## config.mk

```make
export PLATFORM = sky130hd
export DESIGN_NAME = uart_tx
export DESIGN_NICKNAME = d
export VERILOG_FILES = /design/src/rtl/uart_tx.sv
export SDC_FILE = /design/constraint.sdc
export NUM_CORES = 1
export LEC_CHECK = 0
export BUFFER_PORTS_ARGS = -buffer_cell sky130_fd_sc_hd__buf_2
export CORE_MARGIN = 5
export CORE_UTILIZATION = 45
export CTS_CLUSTER_DIAMETER = 50
export DETAILED_ROUTE_END_ITERATION = 10
export MAX_ROUTING_LAYER = met4
export PLACE_DENSITY = 0.74
export SYNTH_ARGS = -nofsm -noshare
export SYNTH_HDL_FRONTEND = slang
export SYNTH_SLANG_ARGS = --single-unit
```

## constraint.sdc

```tcl
create_clock -name clk -period 3.4 [get_ports clk]
set_clock_uncertainty 0.2 [all_clocks]
set_input_delay 0.51 -clock clk [delete_from_list [all_inputs] [get_ports clk]]
set_output_delay 0.51 -clock clk [all_outputs]
set_load 0.005 [all_outputs]
```

## src/rtl/uart_tx.sv

```systemverilog
// uart_tx: serialises W_IN-bit parallel transfers into NUM_WORDS UART frames.
// Each frame is start(0), BITS_PER_WORD data bits LSB first, stop(1), and every
// bit is held for CLOCKS_PER_PULSE clocks. Word 0 (least-significant byte) goes
// out first, and consecutive words of one transfer have no idle gap between them.
//
// state | meaning
// ------+--------------------------------------------------------------
// IDLE  | line high, s_ready high, waiting for s_valid && s_ready
// SEND  | shifting the latched transfer out, frame after frame
module uart_tx #(
    parameter int CLOCKS_PER_PULSE = 4,
    parameter int W_IN             = 16,
    parameter int BITS_PER_WORD    = 8
) (
    input  logic            clk,
    input  logic            rst,
    input  logic [W_IN-1:0] s_data,
    input  logic            s_valid,
    output logic            s_ready,
    output logic            tx
);

    localparam int NUM_WORDS = W_IN / BITS_PER_WORD;

    // Counter widths are clamped to at least one bit so that the degenerate
    // cases CLOCKS_PER_PULSE == 1 and NUM_WORDS == 1 still elaborate.
    localparam int PW = (CLOCKS_PER_PULSE > 1) ? $clog2(CLOCKS_PER_PULSE) : 1;
    localparam int BW = $clog2(BITS_PER_WORD + 2);
    localparam int WW = (NUM_WORDS > 1) ? $clog2(NUM_WORDS) : 1;

    localparam logic [PW-1:0] PULSE_LAST = PW'(CLOCKS_PER_PULSE - 1);
    localparam logic [BW-1:0] BIT_DATA_LAST = BW'(BITS_PER_WORD);
    localparam logic [BW-1:0] BIT_STOP = BW'(BITS_PER_WORD + 1);
    localparam logic [WW-1:0] WORD_LAST = WW'(NUM_WORDS - 1);

    typedef enum logic {
        IDLE = 1'b0,
        SEND = 1'b1
    } state_t;

    state_t          state;
    logic [PW-1:0]   pulse_cnt;
    logic [BW-1:0]   bit_cnt;
    logic [WW-1:0]   word_cnt;
    // Latched transfer; shifted right as data bits leave, so the next data
    // bit is always at position 0 regardless of which word is in flight.
    logic [W_IN-1:0] shreg;

    // Frame sequencer: all state, counters and both outputs are registered here.
    always_ff @(posedge clk) begin
        if (rst) begin
            state     <= IDLE;
            pulse_cnt <= '0;
            bit_cnt   <= '0;
            word_cnt  <= '0;
            tx        <= 1'b1;
            s_ready   <= 1'b0;
        end else begin
            case (state)
                IDLE: begin
                    tx      <= 1'b1;
                    s_ready <= 1'b1;
                    if (s_valid && s_ready) begin
                        shreg     <= s_data;
                        pulse_cnt <= '0;
                        bit_cnt   <= '0;
                        word_cnt  <= '0;
                        tx        <= 1'b0;
                        s_ready   <= 1'b0;
                        state     <= SEND;
                    end
                end
                SEND: begin
                    if (pulse_cnt == PULSE_LAST) begin
                        pulse_cnt <= '0;
                        if (bit_cnt == BIT_STOP) begin
                            bit_cnt <= '0;
                            if (word_cnt == WORD_LAST) begin
                                tx      <= 1'b1;
                                s_ready <= 1'b1;
                                state   <= IDLE;
                            end else begin
                                // next word's start bit follows the stop bit directly
                                word_cnt <= word_cnt + 1'b1;
                                tx       <= 1'b0;
                            end
                        end else begin
                            bit_cnt <= bit_cnt + 1'b1;
                            if (bit_cnt == BIT_DATA_LAST) begin
                                tx <= 1'b1;
                            end else begin
                                tx    <= shreg[0];
                                shreg <= shreg >> 1;
                            end
                        end
                    end else begin
                        pulse_cnt <= pulse_cnt + 1'b1;
                    end
                end
                default: begin
                    state   <= IDLE;
                    tx      <= 1'b1;
                    s_ready <= 1'b0;
                end
            endcase
        end
    end

endmodule

```

==> run metrics <==
status=complete, no violations; Area Overhead vs Synth=15.2%; dpl ws=1.40 ns; max layer used=met4; synthesized cell area=1210 um2; Synth area leader=edfxtp_1; DRC=0; post-synthesis simple-gate area fraction=14.4%; Period minus WS final=2.01 ns; setup tns final=0 ns; max_slew headroom=66.9%; Row Count=18; final setup margin=1.39 ns; top cells by count, synth=edfxtp_1, mux2_2, dfxtp_1, nand3_1, a21oi_1; Synth cell types=30; Post CTS Setup Buffer Count=0; Net Sw Frac=20.0%; Initial Util=between 40% and 50%; count of endpoints failing setup in the final report=0; CP required=roughly 3.2 ns; NetSw=around 0.12 mW; clock share of power=34.1%; pwr dens=~450 nW/um2; Die Width=61.8 um; Peak VDD IR=0.000306 V; wire per inst=approximately 14 um; Num CTS Buffers=3; TritonCTS clock tree=yes; sequential area share after synthesis=between 50 and 60%; worst endpoint data arrival time=1.84 ns; Die H=61.8 um; Tcrit/Tclk final=59.0%; post-synthesis compound-gate area fraction=8.39%; Synth Register Bits=26; top post-synthesis cells by area=edfxtp_1, dfxtp_1, mux2_2; post-synth top area share=about two fifths; crit path capture type=flip-flop; Met2 Routed Length=around 1000 um; syn_area_per_cell=between 10 and 15 um2; Ports=21; post-synthesis mux area share=~14%; GRT overflow=0; routed wl met3=117 um; synthesized netlist cell count=between 90 and 100; area of the core=about 2500 um2; Iteration-0 DRC Markers=34; fillers=225; Crit Path Category=reg -> reg; P_leak=0.499 nW; EDFF count, synth=16; GPL Wtd Cong=between 0.8 and 0.9; post-synthesis xor/xnor area fraction=0%; endpoints failing hold=0; WL final=2060 um; die area=3820 um2; GR Util All Layers=13.2%; Via density=5.50; Max Cap Viol=0; HP Class=in -> reg; H-tree Lvls=1; vias in the first global route=852; vias=814; clock transition at the registers of the reported paths=~0.14 ns; first-pass GRT wire length=about 3500 um; Antenna Nets Post-Route=0; count of pins over their slew limit=0; share of post-route cells with drive strength above 1=38.1%; logic gate share of total power=~8.8%; Syn Nets=119; DRT met1 WL=about 900 um; clock buffer depth=2; Inserted Diodes=0; Setup crit start kind=flip-flop; CTS Sinks=26; post_cts resized=0; largest net degree at the start of global routing=17; post-synthesis adder-cell area fraction=roughly 4.1%; fmax=498 MHz; DRT Pass-1 Iters=4; CP max FO=16; Least-Margin Pin Slew=0.495 ns; I/O Buffers=20; largest family of logic cells by synthesized area=simple AND/OR/NAND/NOR gates; register share of total power=57.1%; most common flop cell mapped by yosys=edfxtp_1; clock latency on the worst-skew pair=0.32 ns; Int Power=0.498 mW; setup repair after global routing missed its margin=no; cts hold-fix bufs=0; initial antenna violation count=0; most numerous cell in the Yosys netlist=edfxtp_1; Yosys warning total=0; Total Nets Final=roughly 140; Clock Tree Root=clkbuf_4; Detail Placement HPWL=1520 um; Async S/R FF share, synth=0%
==> flip-flops by register name, summed over array words and instances (netlist names) <==
signal,count
word_cnt,1
pulse_cnt,2
s_ready,1
tx,1
bit_cnt,4
state,1
shreg,16
==> path summary, 6_finish.rpt <==
check / startpoint / end / slack, ns / cells after the start
worst max-delay path: bit_cnt[1]$_SDFFE_PP0P_ / shreg[0]$_DFFE_PP_ / 1.39 / 6
worst max register to register: bit_cnt[1]$_SDFFE_PP0P_ / shreg[0]$_DFFE_PP_ / 1.39 / 6
worst min register to register: tx$_SDFFE_PP1P_ / tx$_SDFFE_PP1P_ / 0.30 / 2
worst min-delay path: s_data[12] / shreg[12]$_DFFE_PP_ / 0.27 / 2
==> worst max-delay path: stages, from the launching register on <==
cell	delay [ns]
dfxtp_1	0.40
inv_1	0.08
ha_1	0.22
and3b_4	0.21
o31a_1	0.29
nor2_1	0.09
buf_4	0.24
==> final cells by class <==
cell class	instances	area (um2)	share of cell area [%]
Sequential cell	26	681	48.9
Multi-Input combinational cell	63	494	35.5
Timing Repair Buffer	22	115	8.27
Tap cell	30	37.5	2.70
Clock inverter	1	30.0	2.16
Clock buffer	3	22.5	1.62
Inverter	3	11.3	0.809
==> stage by stage <==
stage	power [mW]	cells	utilization, %	hold slack (ns)	cell area, um2
2_1_floorplan	0.398	96	-	0.264	1210
3_3_place_gp	0.415	144	53.1	0.261	1340
3_5_place_dp	0.418	144	53.1	0.280	1340
4_1_cts	0.630	148	55.2	0.262	1390
5_1_grt	0.650	148	55.2	0.243	1390
6_report	0.622	148	55.2	0.272	1390
==> per-layer routing <==
| metal | track usage [%] | vias to the layer above |
|---|---|---|
| li1 | - | 407 |
| met5 | - | - |
| met2 | 21.2 | 25 |
| met1 | 14.7 | 378 |
| met3 | 3.51 | 4 |
| met4 | 7.58 | 0 |
==> layout by cell type (no fill, tap or decap), drive strengths merged, types with 2 or more instances in the layout <==
| master | count |
|---|---|
| nor2 | 3 |
| a21oi | 5 |
| inv | 3 |
| ha | 4 |
| edfxtp | 16 |
| clkbuf | 3 |
| nand3 | 8 |
| o211ai | 2 |
| buf | 22 |
| and3b | 2 |
| nand3b | 4 |
| nor2b | 2 |
| a31oi | 2 |
| dfxtp | 10 |
| mux2 | 15 |
| nand2 | 5 |
==> power by group through the flow <==
| stage | logic (mW) | clock network [mW] | registers, mW |
|---|---|---|---|
| 6_report | 0.0549 | 0.212 | 0.355 |
| 2_1_floorplan | 0.0404 | 0 | 0.358 |
| 5_1_grt | 0.0608 | 0.233 | 0.357 |
| 3_5_place_dp | 0.0555 | 0 | 0.362 |
| 3_3_place_gp | 0.0539 | 0 | 0.362 |
| 4_1_cts | 0.0558 | 0.219 | 0.355 |
==> cells by family after synthesis <==
| group | count (synthesis) |
|---|---|
| fa+ha+maj | 4 |
| buf+inv | 7 |
| compound gates | 14 |
| flops | 26 |
| mux | 15 |
| simple gates | 30 |
(Power assumes the default switching activity.)
